$ cat config.mk
export PLATFORM = sky130hd
export DESIGN_NAME = mem_seq
export DESIGN_NICKNAME = d
export VERILOG_FILES = /design/src/rtl/mem_seq.sv
export SDC_FILE = /design/constraint.sdc
export NUM_CORES = 1
export LEC_CHECK = 0
export BUFFER_PORTS_ARGS = -buffer_cell sky130_fd_sc_hd__clkbuf_2
export CORE_MARGIN = 1
export CORE_UTILIZATION = 61
export CTS_BUF_LIST = sky130_fd_sc_hd__clkbuf_4 sky130_fd_sc_hd__clkbuf_8 sky130_fd_sc_hd__clkbuf_16
export DETAILED_ROUTE_END_ITERATION = 10
export PLACE_DENSITY = 0.86
export SYNTH_ARGS = -nofsm -noshare
export SYNTH_HDL_FRONTEND = slang
export SYNTH_SLANG_ARGS = --single-unit
$ cat constraint.sdc
create_clock -name clk -period 14.7 [get_ports clk]
set_clock_uncertainty 0.05 [all_clocks]
set_input_delay 1.47 -clock clk [delete_from_list [all_inputs] [get_ports clk]]
set_output_delay 1.47 -clock clk [all_outputs]
set_load 0.01 [all_outputs]
$ cat src/rtl/mem_seq.sv
// Sequences one host load/store of 1..8 bytes onto a byte-wide synchronous RAM, one byte per cycle.
// A store completes N+1 cycles after acceptance and a load N+2; req is ignored while busy (no queuing).
module mem_seq #(
    parameter int DW = 64,
    parameter int AW = 16
) (
    input  logic          clk,
    input  logic          rst,
    input  logic          req,
    input  logic          we,
    input  logic [1:0]    size,
    input  logic          sext,
    input  logic [AW-1:0] addr,
    input  logic [DW-1:0] wdata,
    output logic          busy,
    output logic          done,
    output logic          err,
    output logic [DW-1:0] rdata,
    output logic [AW-1:0] mem_addr,
    output logic          mem_we,
    output logic [7:0]    mem_wdata,
    input  logic [7:0]    mem_rdata
);

    localparam int NB = DW / 8;

    typedef enum logic [2:0] {
        IDLE  = 3'd0,
        WR    = 3'd1,
        RD    = 3'd2,
        DRAIN = 3'd3,
        FIN   = 3'd4
    } state_t;

    state_t        state_q, state_d;
    logic [3:0]    cnt_q, cnt_d;
    logic [3:0]    n_q, n_d;
    logic          sext_q, sext_d;
    logic          err_q, err_d;
    logic [DW-1:0] wsh_q, wsh_d;
    logic [DW-1:0] rbuf_q, rbuf_d;
    logic [DW-1:0] rdata_q, rdata_d;
    logic [AW-1:0] mem_addr_q, mem_addr_d;
    logic          mem_we_q, mem_we_d;
    logic [7:0]    mem_wdata_q, mem_wdata_d;

    logic [3:0]    req_n;
    int            cap_i;
    int            n_i;
    logic          sign;
    logic [DW-1:0] cap_buf;
    logic [DW-1:0] ext_buf;

    always_ff @(posedge clk or posedge rst) begin
        if (rst) begin
            state_q     <= IDLE;
            cnt_q       <= '0;
            n_q         <= 4'd1;
            sext_q      <= 1'b0;
            err_q       <= 1'b0;
            wsh_q       <= '0;
            rbuf_q      <= '0;
            rdata_q     <= '0;
            mem_addr_q  <= '0;
            mem_we_q    <= 1'b0;
            mem_wdata_q <= '0;
        end else begin
            state_q     <= state_d;
            cnt_q       <= cnt_d;
            n_q         <= n_d;
            sext_q      <= sext_d;
            err_q       <= err_d;
            wsh_q       <= wsh_d;
            rbuf_q      <= rbuf_d;
            rdata_q     <= rdata_d;
            mem_addr_q  <= mem_addr_d;
            mem_we_q    <= mem_we_d;
            mem_wdata_q <= mem_wdata_d;
        end
    end

    // cnt_q is the index of the byte whose address is on mem_addr; the RAM
    // answers one cycle later, so the slot being captured is always cnt_q-1.
    always_comb begin
        req_n = 4'd1 << size;
        cap_i = int'(cnt_q) - 1;
        n_i   = int'(n_q);

        cap_buf = rbuf_q;
        for (int i = 0; i < NB; i++) begin
            if (i == cap_i) begin
                cap_buf[8*i +: 8] = mem_rdata;
            end
        end

        sign = 1'b0;
        for (int i = 0; i < NB; i++) begin
            if (i == n_i - 1) begin
                sign = cap_buf[8*i+7];
            end
        end

        ext_buf = '0;
        for (int i = 0; i < NB; i++) begin
            ext_buf[8*i +: 8] = (i < n_i) ? cap_buf[8*i +: 8] : {8{sign & sext_q}};
        end
    end

    always_comb begin
        state_d     = state_q;
        cnt_d       = cnt_q;
        n_d         = n_q;
        sext_d      = sext_q;
        err_d       = err_q;
        wsh_d       = wsh_q;
        rbuf_d      = rbuf_q;
        rdata_d     = rdata_q;
        mem_addr_d  = mem_addr_q;
        mem_we_d    = 1'b0;
        mem_wdata_d = mem_wdata_q;

        case (state_q)
            IDLE: begin
                if (req) begin
                    n_d    = req_n;
                    sext_d = sext;
                    cnt_d  = '0;
                    rbuf_d = '0;
                    if (int'(req_n) > NB) begin
                        err_d   = 1'b1;
                        state_d = FIN;
                    end else begin
                        err_d      = 1'b0;
                        mem_addr_d = addr;
                        if (we) begin
                            mem_we_d    = 1'b1;
                            mem_wdata_d = wdata[7:0];
                            wsh_d       = wdata >> 8;
                            state_d     = WR;
                        end else begin
                            state_d = RD;
                        end
                    end
                end
            end
            WR: begin
                if (cnt_q == n_q - 4'd1) begin
                    state_d = FIN;
                end else begin
                    cnt_d       = cnt_q + 4'd1;
                    mem_we_d    = 1'b1;
                    mem_addr_d  = mem_addr_q + 1'b1;
                    mem_wdata_d = wsh_q[7:0];
                    wsh_d       = wsh_q >> 8;
                end
            end
            RD: begin
                rbuf_d = cap_buf;
                cnt_d  = cnt_q + 4'd1;
                if (cnt_q == n_q - 4'd1) begin
                    state_d = DRAIN;
                end else begin
                    mem_addr_d = mem_addr_q + 1'b1;
                end
            end
            DRAIN: begin
                rbuf_d  = cap_buf;
                rdata_d = ext_buf;
                state_d = FIN;
            end
            FIN: begin
                state_d = IDLE;
            end
            default: begin
                state_d = IDLE;
            end
        endcase
    end

    assign busy      = (state_q != IDLE);
    assign done      = (state_q == FIN);
    assign err       = (state_q == FIN) && err_q;
    assign rdata     = rdata_q;
    assign mem_addr  = mem_addr_q;
    assign mem_we    = mem_we_q;
    assign mem_wdata = mem_wdata_q;

endmodule

* Yosys cells after proc, flatten, opt, wreduce, memory -nomap -nowiden
Cells that the tools add are included.
Cells by class: add/sub/neg operators 5, order comparisons 9, equal/unequal tests 26, shift operators 1, multiplexer cells 55, bitwise gates (word level) 1, reductions and logical operators 17
Operators with widths (count):
- $mux W64 | 5
- $pmux W64 S2 | 2
- $mux W8 | 20
- $logic_not A32 Y1 | 2
- $mux W16 | 3
- $eq A4 B5 Y1 const A | 8
- $pmux W16 S2 | 1
- $eq A3 B5 Y1 const A | 4
- $add A16 B1 Y16 const B | 1
- $lt A3 B4 Y1 const A | 4
- $pmux W8 S2 | 1
- $ne A2 B2 Y1 const B | 7
- $mux W1 | 13
- $mux W3 | 4
- $pmux W3 S4 | 1
- $pmux W4 S3 | 1
- $eq A2 B5 Y1 const A | 2
- $sub A4 B1 Y5 const B | 2
- $lt A1 B4 Y1 const A | 2
- $lt A2 B4 Y1 const A | 2
- $mux W4 | 2
- $eq A3 B2 Y1 const B | 2
- $reduce_and A3 Y1 | 2
- $reduce_bool A2 Y1 | 3
- other kinds (17) | 20
Storage, ports and cells: register bits after elaboration 230, bits of input ports 95, output and inout port bits 92, logic and storage cells 125

* Logic depth before layout (Yosys ltp)
Gate-level depths: netlist of run 1.
depth in word-level cells 13, gate-level depth with buffers 13, depth with buffers taken out 9

* Least setup slack after synthesis of run 1
OpenSTA, ideal clock, no wires.
path type input -> register, from in mem_rdata[7], to reg rdata_q[40] (netlist: rdata[40]), setup time 151 ps, arrival time 3140 ps, data required time 14499 ps, path slack 11359 ps, stages on the path 8, path buffers 1, cells stage by stage nor2b_1 -> and3_1 -> a41oi_1 -> nand2_1 -> a221o_1 -> o31ai_4 -> buf_4 -> o221ai_1
Between the ends: word-level cells in the longest chain between the ends 11, elaborated cells on any way between the ends 18, those cells by class 17 x mux; 1 x bitwise
RTL lines:
- start, declared | RTL line 22 | input logic [7:0] mem_rdata
- $mux W8 | RTL line 91 | if (i == cap_i) begin
- $mux W1 (7 in series) | RTL line 98 | if (i == n_i - 1) begin
- $mux W1 * | RTL line 98
- $and A1 B1 Y1 * | RTL line 105 | ext_buf[8*i +: 8] = (i < n_i) ? cap_buf[8*i +: 8] : {8{sign & sext_q}};
- $mux W8 * | RTL line 105
- end signal, assigned | RTL line 75 | rdata_q <= rdata_d;
- end, declared | RTL line 42 | logic [DW-1:0] rdata_q, rdata_d;
Mark *: on every way between the ends. The rest lies on a longest branch, timed or not. A chain may end at the register's enable or synchronous reset.

* Final worst setup path of run 1
from reg cnt_q[0], to reg rdata_q[49] (netlist: rdata[49])
Between the ends: word-level cells in the longest chain between the ends 13, elaborated cells on any way between the ends 27, those cells by class 1 x add/sub; 7 x eq/ne; 17 x mux; 1 x bitwise; 1 x reduce/logical
RTL lines:
- start, declared | RTL line 36 | logic [3:0] cnt_q, cnt_d;
- start signal, assigned | RTL line 69 | cnt_q <= cnt_d;
- $sub A4 B1 Y5 * | RTL line 86 | cap_i = int'(cnt_q) - 1;
- $logic_not A32 Y1 | RTL line 91
- $mux W8 | RTL line 91
- $mux W1 (8 in series) | RTL line 98
- $and A1 B1 Y1 | RTL line 105
- $mux W8 * | RTL line 105
Marks and branches as above.

==> qor.json, run 1 <==
{
  "power.internal": {"value": 1.64, "unit": "mW"},
  "synthesis.area_per_instance": {"value": 9.25, "unit": "sq um"},
  "htreeDepth": {"value": 1},
  "critical_path_required": {"value": 15.00, "unit": "ns"},
  "fraction_of_final_layout_cells_with_drive_strength_greater_than_1": {"value": 0.211},
  "clock-sinks": {"value": 222},
  "worst-path-max-fanout": {"value": 24},
  "totalWireLength": {"value": 27.4, "unit": "mm"},
  "timing.critical_path.from_type": {"value": "flop"},
  "setup_tns": {"value": 0, "unit": "ns"},
  "ctsResizeCount": {"value": 0},
  "peakVddDrop": {"value": 0.172, "unit": "mV"},
  "run_status": {"value": "completed"},
  "synth.ff_latch_count": {"value": 222},
  "ant_nets": {"value": 0},
  "post-route-worst-setup-slack": {"value": 10.54, "unit": "ns"},
  "cpMaxStageDelayCell": {"value": "o31ai_4"},
  "placement.io_buffers": {"value": 186},
  "place_inst": {"value": 1530},
  "async_reset_ff_frac": {"value": 1.00},
  "grt_max_degree": {"value": 130},
  "slew_at_the_pin_with_the_worst_max_slew_slack": {"value": 1.25, "unit": "ns"},
  "fmax": {"value": 241, "unit": "MHz"},
  "timing.hold.worst.class": {"value": "flop to flop"},
  "drc_errors": {"value": 0},
  "floorplan.io_pins": {"value": 187},
  "crit_path_cells": {"value": "inv_1 -> ha_1 -> nand3b_1 -> mux2i_1 -> o31ai_1 -> a31oi_1 -> o21ai_0 -> o31ai_4 -> o221ai_1"},
  "chipWidth": {"value": 137, "unit": "microns"},
  "yosys_warnings": {"value": 0},
  "period_needed": {"value": 4.16, "unit": "ns"},
  "final-setup-viol-count": {"value": 0},
  "post_cts_repair_timing_setup_buffer_count": {"value": 0},
  "die_area": {"value": 18700, "unit": "sq um"},
  "place.gp.congestion": {"value": 0.954},
  "slew_violations": {"value": 0},
  "final-instance-count-excl-fill": {"value": 1574},
  "placement_rows": {"value": 48},
  "detail_route.iter0.violations": {"value": 662},
  "floorplan.core_area": {"value": 17500, "unit": "sq um"},
  "worstPathBufferInverterCount": {"value": 1},
  "power_switching": {"value": 1.16, "unit": "mW"},
  "worstSkewPairLatency": {"value": 0.52, "unit": "ns"},
  "power.share.combinational": {"value": 0.424},
  "synth_edf_count": {"value": 0},
  "clkSlewWorstSetupHoldPaths": {"value": 0.06, "unit": "ns"},
  "max_cap_viols": {"value": 0},
  "antenna_found_initial": {"value": 0},
  "tritoncts": {"value": "done"},
  "post-route-period-util": {"value": 0.283},
  "swShare": {"value": 0.415},
  "timing.slew.headroom": {"value": 0.161},
  "drt-wirelength-per-cell": {"value": 17.4, "unit": "microns"},
  "syn_to_final_growth": {"value": 15.9, "unit": "%"},
  "chipHeight": {"value": 137, "unit": "microns"},
  "crit_path_capture_type": {"value": "flop"},
  "number_of_instances_in_the_synthesized_netlist": {"value": 1195},
  "vias_in_the_first_global_route": {"value": 8941},
  "num-nets-final": {"value": 1439},
  "timing.reg2reg.worst_path_depth": {"value": 9},
  "largest_cells_by_area_after_synthesis": {"value": "dfrtp_1 (50%), nand2_1 (9.8%), mux2i_1 (8.2%)"},
  "kind_of_cell_with_the_highest_combined_delay_on_the_critical_path": {"value": "compound AO/OA/AOI/OAI gates"},
  "crit_cells": {"value": 9},
  "post_drt_via_cell_ratio": {"value": 5.96},
  "synth.largest_area_cell": {"value": "dfrtp_1"},
  "place_ws": {"value": 10.45, "unit": "ns"},
  "critical-path-max-stage-delay": {"value": 0.92, "unit": "ns"},
  "portion_of_total_power_attributed_to_sequential_cells": {"value": 0.361},
  "cellLeakagePower": {"value": 6.15, "unit": "nW"},
  "final-hold-violation-count": {"value": 0},
  "synth.net_count": {"value": 1303},
  "clkPwrFrac": {"value": 0.215},
  "netlist.area_leader.share": {"value": 0.500},
  "postCtsHoldBufs": {"value": 0},
  "clockBufferDepth": {"value": 3},
  "grt_setup_unrepaired": {"value": "false"},
  "yosysSeqAreaShare": {"value": 0.503},
  "setup.worst_path.class": {"value": "flop to flop"},
  "prevailing_post_synth_register_cell": {"value": "dfrtp_1"},
  "grt_pass1_wl": {"value": 44.2, "unit": "mm"},
  "power.density": {"value": 218, "unit": "nW/um^2"},
  "yosysUniqueCellTypes": {"value": 60},
  "cts_made_buffers": {"value": 24},
  "antennaDiodeCount": {"value": 0},
  "firstDrtPassIters": {"value": 5},
  "detailedPlacementHpwl": {"value": 17.9, "unit": "mm"},
  "grt_overflow": {"value": 0},
  "post-route-util": {"value": 0.733},
  "critPathArrivalTime": {"value": 4.46, "unit": "ns"},
  "root_buffer": {"value": "clkbuf_16"},
  "initial_core_util": {"value": 0.633},
  "cell_depth_of_the_worst_hold_path": {"value": 2},
  "grt.total_usage": {"value": 0.298},
  "vias": {"value": 9380},
  "syn-cell-area": {"value": 11100, "unit": "sq um"}
}
tightest hold or removal path, stage by stage, from the launching register on:
cell and delay, ns:
dfrtp_1 0.34, nand2_1 0.05, o21ai_0 0.06
worst paths after layout:
| path | startpoint | endpoint | slack, ns |
|---|---|---|---|
| min reg2reg | wsh_q[54] | wsh_q[54] | 0.43 |
| min | wsh_q[54] | wsh_q[54] | 0.43 |
| max in group asynchronous | rst | wsh_q[4] | 12.28 |
| max reg2reg | cnt_q[0] | rdata[49] | 10.54 |
| max | cnt_q[0] | rdata[49] | 10.54 |
| min in group asynchronous | rst | rbuf_q[56] | 1.00 |
placed cells by master, fill, tap and decap left out, drive strengths merged, types with 4 or more instances in the layout:
master / synthesis / final
a22o: 10 / 10
dfrtp: 221 / 221
and3: 5 / 5
ha: 13 / 13
o221ai: 16 / 16
mux2: 29 / 29
buf: 17 / 6
nor2: 61 / 61
mux2i: 91 / 91
nand2: 289 / 289
nor3: 8 / 8
nand2b: 11 / 11
and2: 6 / 6
o21ai: 167 / 167
nor2b: 4 / 4
clkbuf: 65 / 219
inv: 18 / 18
or3: 5 / 5
a31oi: 5 / 5
nand3: 12 / 12
o211ai: 19 / 19
xnor2: 5 / 5
o22a: 4 / 4
clkinv: 0 / 9
nand3b: 5 / 5
a21oi: 58 / 58
o22ai: 10 / 10
cell usage after synthesis (2+ instances only):
cell	count
o221ai_1	16
o22ai_1	9
buf_1	5
nand3b_1	5
inv_1	18
o22a_1	4
o311ai_0	2
and2_1	6
buf_2	9
or2_2	3
clkbuf_1	65
and3_1	5
o31ai_1	2
xnor2_1	5
a31o_2	3
or3_1	5
nand3_1	12
buf_6	2
a22o_1	10
mux2_2	29
nand4_1	3
a21oi_1	58
nand2b_1	11
o211ai_1	19
nand2_1	289
a31oi_1	5
o2111ai_1	2
dfrtp_1	221
nor3_1	8
o21ai_0	159
nor2b_1	4
mux2i_1	91
nor2_1	61
a221o_1	2
o21ai_1	8
nor4bb_1	2
ha_1	13
o32ai_1	2
routing by layer:
layer / global-route usage / part of all wire / wire [microns]
met1: 0.397 / 0.42 / 11400
met2: 0.485 / 0.47 / 13000
met3: 0.0563 / 0.078 / 2150
met4: 0.111 / 0.031 / 852
met5: 0 / 0 / 0
cells by family after synthesis:
family                     after synthesis  share of synthesized area
AOI/OAI and AO/OA                      316                      0.172
DFF                                    222                      0.503
and+or+nand+nor                        419                      0.158
muxes                                  120                      0.112
xor gates and xnor gates                 5                    0.00396
adders and majority gates               13                     0.0147
buffers and inverters                  100                     0.0367
area by class of cell:
type                    count  area [sq um]
clock buffers              33           706
clock inverters            11          97.6
fillers                  1282          4670
inverters                  18          75.1
multi-input cells         873          5120
flip-flops and latches    222          5560
well taps                 225           282
repair buffers            192           976
power groups by stage:
| stage | sequential (mW) | clock [mW] | combinational [mW] |
|---|---|---|---|
| 5_1_grt | 1.03 | 0.631 | 1.33 |
| 2_1_floorplan | 1.01 | 0 | 0.840 |
| 3_5_place_dp | 1.01 | 0 | 1.18 |
| 3_3_place_gp | 1.00 | 0 | 1.13 |
| 6_report | 1.01 | 0.602 | 1.19 |
| 4_1_cts | 1.00 | 0.609 | 1.19 |
state kept, by name (all words and copies together), names as in the netlist:
signal     cells
cnt_q          4
mem_wdata      8
rbuf_q        64
n_q            4
state_q        3
err_q          1
rdata         64
wsh_q         56
mem_addr      16
mem_we         1
sext_q         1
metrics by stage:
stage	cell area, sq um	hold slack (ns)	total power, mW
after floorplan	11100	0.395	1.85
after global placement	12000	0.410	2.13
after detailed placement	12000	0.420	2.19
after CTS	12800	0.433	2.80
after global routing	12800	0.456	3.00
final	12800	0.432	2.80
No activity file was read; power rests on OpenSTA's default activity.
==> inputs of run 2 (changes only) <==
- ABC_AREA: unset -> 1
- CORE_UTILIZATION: 61 -> 57
- PLACE_DENSITY: 0.86 -> 0.81
- clock period: 14.7 -> 4.2 ns (I/O delays scaled with it)
==> qor.json, run 2 <==
{
  "chipWidth": {"value": 140, "unit": "microns"},
  "max_cap_viols": {"value": 0},
  "power_switching": {"value": 4.58, "unit": "mW"},
  "number_of_instances_in_the_synthesized_netlist": {"value": 1337},
  "async_reset_ff_frac": {"value": 1.00},
  "ctsResizeCount": {"value": 0},
  "wl_met3": {"value": 2.03, "unit": "mm"},
  "grt_overflow": {"value": 0},
  "synth_edf_count": {"value": 0},
  "power": {"value": 10.5, "unit": "mW"},
  "final_cell_mix": {"value": "o21ai_0 (221), dfrtp_1 (221), inv_1 (187)"},
  "syn_to_final_growth": {"value": 17.1, "unit": "%"},
  "post_dp_cell_area": {"value": 12000, "unit": "sq um"},
  "htreeDepth": {"value": 1},
  "num-nets-final": {"value": 1596},
  "power.internal": {"value": 5.88, "unit": "mW"},
  "netlist.area_leader.share": {"value": 0.507},
  "power.density": {"value": 819, "unit": "nW/um^2"},
  "synth.largest_area_cell": {"value": "dfrtp_1"},
  "synth.top_cells.by_count": {"value": "dfrtp_1 (221), o21ai_0 (221), inv_1 (189)"},
  "dr.max_layer_used": {"value": "met5"},
  "place.gp.congestion": {"value": 0.893},
  "wl_met2": {"value": 12.2, "unit": "mm"},
  "post_drt_via_cell_ratio": {"value": 5.50},
  "placement_rows": {"value": 50},
  "detail_route.iter0.violations": {"value": 661},
  "setup_tns": {"value": 0, "unit": "ns"},
  "vias": {"value": 9573},
  "prevailing_post_synth_register_cell": {"value": "dfrtp_1"},
  "slew_violations": {"value": 0},
  "rr_endpoint": {"value": "mem_wdata[4]"},
  "clkSlewWorstSetupHoldPaths": {"value": 0.06, "unit": "ns"},
  "cellLeakagePower": {"value": 6.46, "unit": "nW"},
  "fmax": {"value": 318, "unit": "MHz"},
  "fin_area": {"value": 12800, "unit": "sq um"},
  "initial_core_util": {"value": 0.582},
  "final-setup-viol-count": {"value": 0},
  "slew_at_the_pin_with_the_worst_max_slew_slack": {"value": 1.10, "unit": "ns"},
  "final-instance-count-excl-fill": {"value": 1739},
  "run_status": {"value": "completed"},
  "cts_made_buffers": {"value": 24},
  "postCtsHoldBufs": {"value": 0},
  "clkPwrFrac": {"value": 0.199},
  "period_needed": {"value": 3.15, "unit": "ns"},
  "timing.reg2reg.worst_path_depth": {"value": 8},
  "grt_pass1_wl": {"value": 43.6, "unit": "mm"},
  "critPathArrivalTime": {"value": 3.52, "unit": "ns"},
  "floorplan.core_area": {"value": 18800, "unit": "sq um"},
  "firstDrtPassIters": {"value": 7},
  "timing.slew.headroom": {"value": 0.264},
  "clockBufferDepth": {"value": 3},
  "synth.ff_latch_count": {"value": 222},
  "totalWireLength": {"value": 26.4, "unit": "mm"},
  "root_buffer": {"value": "clkbuf_16"},
  "portion_of_total_power_attributed_to_sequential_cells": {"value": 0.343},
  "vias_in_the_first_global_route": {"value": 8946},
  "crit_path_capture_type": {"value": "flop"},
  "peakVddDrop": {"value": 0.447, "unit": "mV"},
  "largest_cells_by_area_after_synthesis": {"value": "dfrtp_1 (51%), o21ai_0 (10%), inv_1 (6.5%)"},
  "floorplan.io_pins": {"value": 187},
  "critical_path_required": {"value": 4.57, "unit": "ns"},
  "tritoncts": {"value": "done"},
  "syn-cell-area": {"value": 10900, "unit": "sq um"},
  "swShare": {"value": 0.438},
  "cell_depth_of_the_worst_hold_path": {"value": 3},
  "drt-met1-wl": {"value": 11.4, "unit": "mm"},
  "chipHeight": {"value": 140, "unit": "microns"},
  "die_area": {"value": 19700, "unit": "sq um"},
  "fraction_of_final_layout_cells_with_drive_strength_greater_than_1": {"value": 0.181},
  "grt_setup_unrepaired": {"value": "false"},
  "worst-path-max-fanout": {"value": 129},
  "post_cts_repair_timing_setup_buffer_count": {"value": 0},
  "power.share.combinational": {"value": 0.458},
  "post-route-worst-setup-slack": {"value": 1.05, "unit": "ns"},
  "yosys_warnings": {"value": 0},
  "grt_max_degree": {"value": 167},
  "placement.io_buffers": {"value": 186},
  "ant_nets": {"value": 0},
  "clock-sinks": {"value": 222},
  "place_inst": {"value": 1696},
  "timing.critical_path.from_type": {"value": "flop"},
  "setup.worst_path.class": {"value": "flop to flop"},
  "final-hold-violation-count": {"value": 0},
  "synth.net_count": {"value": 1445},
  "r2r_startpoint": {"value": "state_q[2]"},
  "yosysSeqAreaShare": {"value": 0.509},
  "hold_end": {"value": "sext_q"},
  "grt.total_usage": {"value": 0.270},
  "place_ws": {"value": 1.08, "unit": "ns"},
  "timing.hold.worst.start": {"value": "sext"},
  "antennaDiodeCount": {"value": 0},
  "drc_errors": {"value": 0},
  "yosysUniqueCellTypes": {"value": 39},
  "drt-wirelength-per-cell": {"value": 15.2, "unit": "microns"},
  "worstSkewPairLatency": {"value": 0.52, "unit": "ns"},
  "timing.hold.worst.class": {"value": "input pin to flop"},
  "antenna_found_initial": {"value": 2},
  "detailedPlacementHpwl": {"value": 17.7, "unit": "mm"},
  "reg2reg_slack": {"value": 1.05, "unit": "ns"},
  "post-route-period-util": {"value": 0.749},
  "synthesis.area_per_instance": {"value": 8.17, "unit": "sq um"}
}
run 2: critical path, stage by stage, from the launching register on:
cell and delay [ns]:
dfrtp_1 0.40, inv_1 0.10, nand2_1 0.15, nor2_4 0.13, buf_4 0.73, nand2_1 0.24, nand2_4 0.83, nor2_1 0.14
a31oi_1 0.22
run 2: final cells by class:
cell class	count	area [sq um]
well taps	234	293
multi-input cells	848	4370
clock inverters	4	31.3
clock buffers	39	763
inverters	195	736
fillers	1548	5980
flip-flops and latches	222	5560
repair buffers	197	1040
run 2: power groups by stage:
stage / Sequential, mW / Combinational (mW) / Clock (mW)
after floorplan: 3.70 / 3.30 / 0
after detailed placement: 3.62 / 4.78 / 0
after global routing: 3.70 / 5.42 / 2.21
final: 3.59 / 4.79 / 2.09
after CTS: 3.59 / 4.81 / 2.12
after global placement: 3.58 / 4.62 / 0
run 2: cell families after synthesis:
| logic type | count (synthesis) | synth area share |
|---|---|---|
| AND/OR/NAND/NOR | 418 | 0.168 |
| XOR/XNOR | 15 | 0.0127 |
| flip-flops | 222 | 0.509 |
| AO/OA/AOI/OAI | 402 | 0.203 |
| adder cells (fa/ha/maj) | 13 | 0.0149 |
| buffers and inverters | 267 | 0.0928 |
run 2: worst max-delay path by stage:
| stage | slack, ns | from | to |
|---|---|---|---|
| 2_1_floorplan | 0.83 | rst | cnt_q[0] |
| 3_3_place_gp | 1.22 | state_q[1] | mem_addr[15] |
| 3_5_place_dp | 1.08 | state_q[2] | mem_wdata[4] |
| 5_1_grt | 0.70 | cnt_q[0] | rdata[15] |
| 6_report | 1.05 | state_q[2] | mem_wdata[4] |
| 4_1_cts | 1.07 | state_q[2] | mem_wdata[4] |
run 2: per-layer routing:
metal  global-route usage  up-vias
met5                    0        -
met4               0.0891        2
met3               0.0578       56
met2                0.422      322
met1                0.375     4466
li1                     -     4727
run 2: through the flow:
step | hold slack [ns] | utilization
5_1_grt | 0.0505 | 0.681
6_report | 0.0488 | 0.681
3_3_place_gp | 0.435 | 0.639
3_5_place_dp | 0.445 | 0.639
4_1_cts | 0.0320 | 0.681
2_1_floorplan | 0.410 | -
==> inputs of run 3 (changes only) <==
- ABC_AREA: 1 -> 0
- CORE_UTILIZATION: 57 -> 51
- PLACE_DENSITY: 0.81 -> 0.76
- clock period: 4.2 -> 2.7 ns (I/O delays scaled with it)
==> qor.json, run 3 (synthesis results as in run 1) <==
{
  "tritoncts": {"value": "done"},
  "critical-path-max-stage-delay": {"value": 0.43, "unit": "ns"},
  "initial_core_util": {"value": 0.523},
  "rr_endpoint": {"value": "rdata[48]"},
  "worstPathBufferInverterCount": {"value": 3},
  "detailedPlacementHpwl": {"value": 19.6, "unit": "mm"},
  "root_buffer": {"value": "clkbuf_16"},
  "num-nets-final": {"value": 1556},
  "holdWs": {"value": -0.00352, "unit": "ns"},
  "fmax": {"value": 360, "unit": "MHz"},
  "timing.critical_path.from_type": {"value": "flop"},
  "slew_violations": {"value": 0},
  "timing.hold.worst.start": {"value": "wdata[53]"},
  "fraction_of_final_layout_cells_with_drive_strength_greater_than_1": {"value": 0.264},
  "setup.worst_path.class": {"value": "flop to flop"},
  "chipHeight": {"value": 149, "unit": "microns"},
  "crit_path_cells": {"value": "buf_6 -> ha_2 -> nor4bb_2 -> a221o_1 -> nor2_2 -> o21ai_1 -> a221o_2 -> o31ai_4 -> buf_4 -> clkbuf_16 -> o221ai_2"},
  "detail_route.iter0.violations": {"value": 538},
  "chipWidth": {"value": 149, "unit": "microns"},
  "post-route-period-util": {"value": 1.03},
  "crit_path_capture_type": {"value": "flop"},
  "antenna_found_initial": {"value": 0},
  "floorplan.io_pins": {"value": 187},
  "hold_end": {"value": "wsh_q[45]"},
  "placement.io_buffers": {"value": 186},
  "final-instance-count-excl-fill": {"value": 1741},
  "timing.hold.worst.class": {"value": "input pin to flop"},
  "run_status": {"value": "finished with violations"},
  "grt.total_usage": {"value": 0.270},
  "cts_made_buffers": {"value": 24},
  "floorplan.core_area": {"value": 21200, "unit": "sq um"},
  "timing.slew.headroom": {"value": 0.334},
  "power.internal": {"value": 9.98, "unit": "mW"},
  "period_needed": {"value": 2.78, "unit": "ns"},
  "cpMaxStageDelayCell": {"value": "dfrtp_2"},
  "clockBufferDepth": {"value": 3},
  "place_inst": {"value": 1633},
  "post_dp_cell_area": {"value": 12800, "unit": "sq um"},
  "drt-wirelength-per-cell": {"value": 17.5, "unit": "microns"},
  "reg2reg_slack": {"value": -0.08, "unit": "ns"},
  "r2r_startpoint": {"value": "cnt_q[1]"},
  "grt_pass1_wl": {"value": 48.4, "unit": "mm"},
  "placement_rows": {"value": 53},
  "grt_overflow": {"value": 0},
  "cell_depth_of_the_worst_hold_path": {"value": 3},
  "cellLeakagePower": {"value": 6.82, "unit": "nW"},
  "portion_of_total_power_attributed_to_sequential_cells": {"value": 0.322},
  "antennaDiodeCount": {"value": 0},
  "final-hold-violation-count": {"value": 1},
  "syn_to_final_growth": {"value": 30.1, "unit": "%"},
  "vias_in_the_first_global_route": {"value": 9625},
  "place_ws": {"value": -0.0418, "unit": "ns"},
  "place.gp.congestion": {"value": 0.876},
  "slew_at_the_pin_with_the_worst_max_slew_slack": {"value": 0.992, "unit": "ns"},
  "clock-sinks": {"value": 222},
  "peakVddDrop": {"value": 0.693, "unit": "mV"},
  "worst-path-max-fanout": {"value": 12},
  "max_cap_viols": {"value": 0},
  "totalWireLength": {"value": 30.5, "unit": "mm"},
  "die_area": {"value": 22300, "unit": "sq um"},
  "grt_setup_unrepaired": {"value": "true"},
  "drc_errors": {"value": 0},
  "firstDrtPassIters": {"value": 5},
  "clkPwrFrac": {"value": 0.215},
  "grt_max_degree": {"value": 56},
  "ant_nets": {"value": 0},
  "violations": {"value": "hold timing, setup timing"},
  "final-setup-viol-count": {"value": 23},
  "post_drt_via_cell_ratio": {"value": 5.70},
  "post-route-worst-setup-slack": {"value": -0.0782, "unit": "ns"},
  "power.share.combinational": {"value": 0.463},
  "timing.reg2reg.worst_path_depth": {"value": 11},
  "critical_path_required": {"value": 3.01, "unit": "ns"},
  "clkSlewWorstSetupHoldPaths": {"value": 0.06, "unit": "ns"},
  "kind_of_cell_with_the_highest_combined_delay_on_the_critical_path": {"value": "compound AO/OA/AOI/OAI gates"},
  "power.density": {"value": 1160, "unit": "nW/um^2"},
  "swShare": {"value": 0.402},
  "worstSkewPairLatency": {"value": 0.53, "unit": "ns"},
  "critPathArrivalTime": {"value": 3.09, "unit": "ns"},
  "fin_area": {"value": 14400, "unit": "sq um"},
  "htreeDepth": {"value": 1},
  "final_cell_mix": {"value": "nand2_1 (285), dfrtp_1 (220), clkbuf_2 (186)"},
  "power_switching": {"value": 6.72, "unit": "mW"},
  "vias": {"value": 9928},
  "final_common_cell": {"value": "nand2_1"}
}
## run 3: cell types whose count changed in the layout (fill, tap and decap cells not counted), sizes merged, moves of 29 or more
cell,before,now
buf,11,68
o21ai,225,167
dlygate4sd3,0,53
o22ai,41,10
mux2i,0,91
nor2,135,61
inv,193,17
nand3,66,12
mux2,0,29
nand2,186,289
## run 3: worst max-delay path by stage
| stage | startpoint | end | slack (ns) | cells after the start |
|---|---|---|---|---|
| detailed placement | cnt_q[0] | rdata[8] | -0.04 | 9 |
| CTS | cnt_q[1] | rdata[31] | 0.005 | 10 |
| global route | cnt_q[1] | rdata[48] | -0.14 | 11 |
| finish | cnt_q[1] | rdata[48] | -0.08 | 11 |
| floorplan | rst | cnt_q[0] | -0.52 | 1 |
| global placement | cnt_q[0] | rdata[31] | 0.003 | 8 |
## run 3: worst register-to-register path, cell delays in order, from the launching register on
cell and delay (ns):
dfrtp_2 0.43, buf_6 0.13, ha_2 0.18, nor4bb_2 0.17
a221o_1 0.35, nor2_2 0.16, o21ai_1 0.08, a221o_2 0.40
o31ai_4 0.22, buf_4 0.18, clkbuf_16 0.17, o221ai_2 0.10
## run 3: stage by stage
step | setup TNS [ns] | total power [mW] | utilization
after detailed placement | -0.271 | 12.7 | 0.603
after CTS | 0 | 16.5 | 0.671
after floorplan | -114.35 | 10.2 | -
after global routing | -3.39 | 17.8 | 0.680
final | -0.822 | 16.7 | 0.680
after global placement | 0 | 12.5 | 0.603
## run 3: layout make-up
cell class / instances / area (sq um)
inverters: 18 / 71.3
clock buffers: 36 / 722
clock inverters: 8 / 151
fillers: 1593 / 6770
flip-flops and latches: 222 / 5560
well taps: 275 / 344
repair buffers: 309 / 2180
multi-input cells: 873 / 5360
## run 3: layer usage
layer,vias to the layer above,wire [microns],track usage
met5,-,0,0
met3,77,1900,0.0446
met1,4824,12700,0.352
met4,0,922,0.0872
met2,365,15000,0.456
li1,4662,-,-
## run 3: repair_timing
| item | 4_1_cts | 5_1_grt |
|---|---|---|
| resized for setup | 4 | 24 |
| cloned | 0 | 2 |
| endpoints found under the hold margin | 85 | 0 |
| pin swaps | 1 | 4 |
| hold buffers | 53 | 0 |
| endpoints found under the setup margin | 44 | 124 |
| setup buffers | 1 | 8 |
## run 3: power by group through the flow
stage	logic (mW)	clock network, mW	registers [mW]
floorplan	4.75	0	5.48
global placement	7.11	0	5.34
detailed placement	7.33	0	5.39
CTS	7.46	3.64	5.35
global route	8.53	3.75	5.51
finish	7.72	3.59	5.38
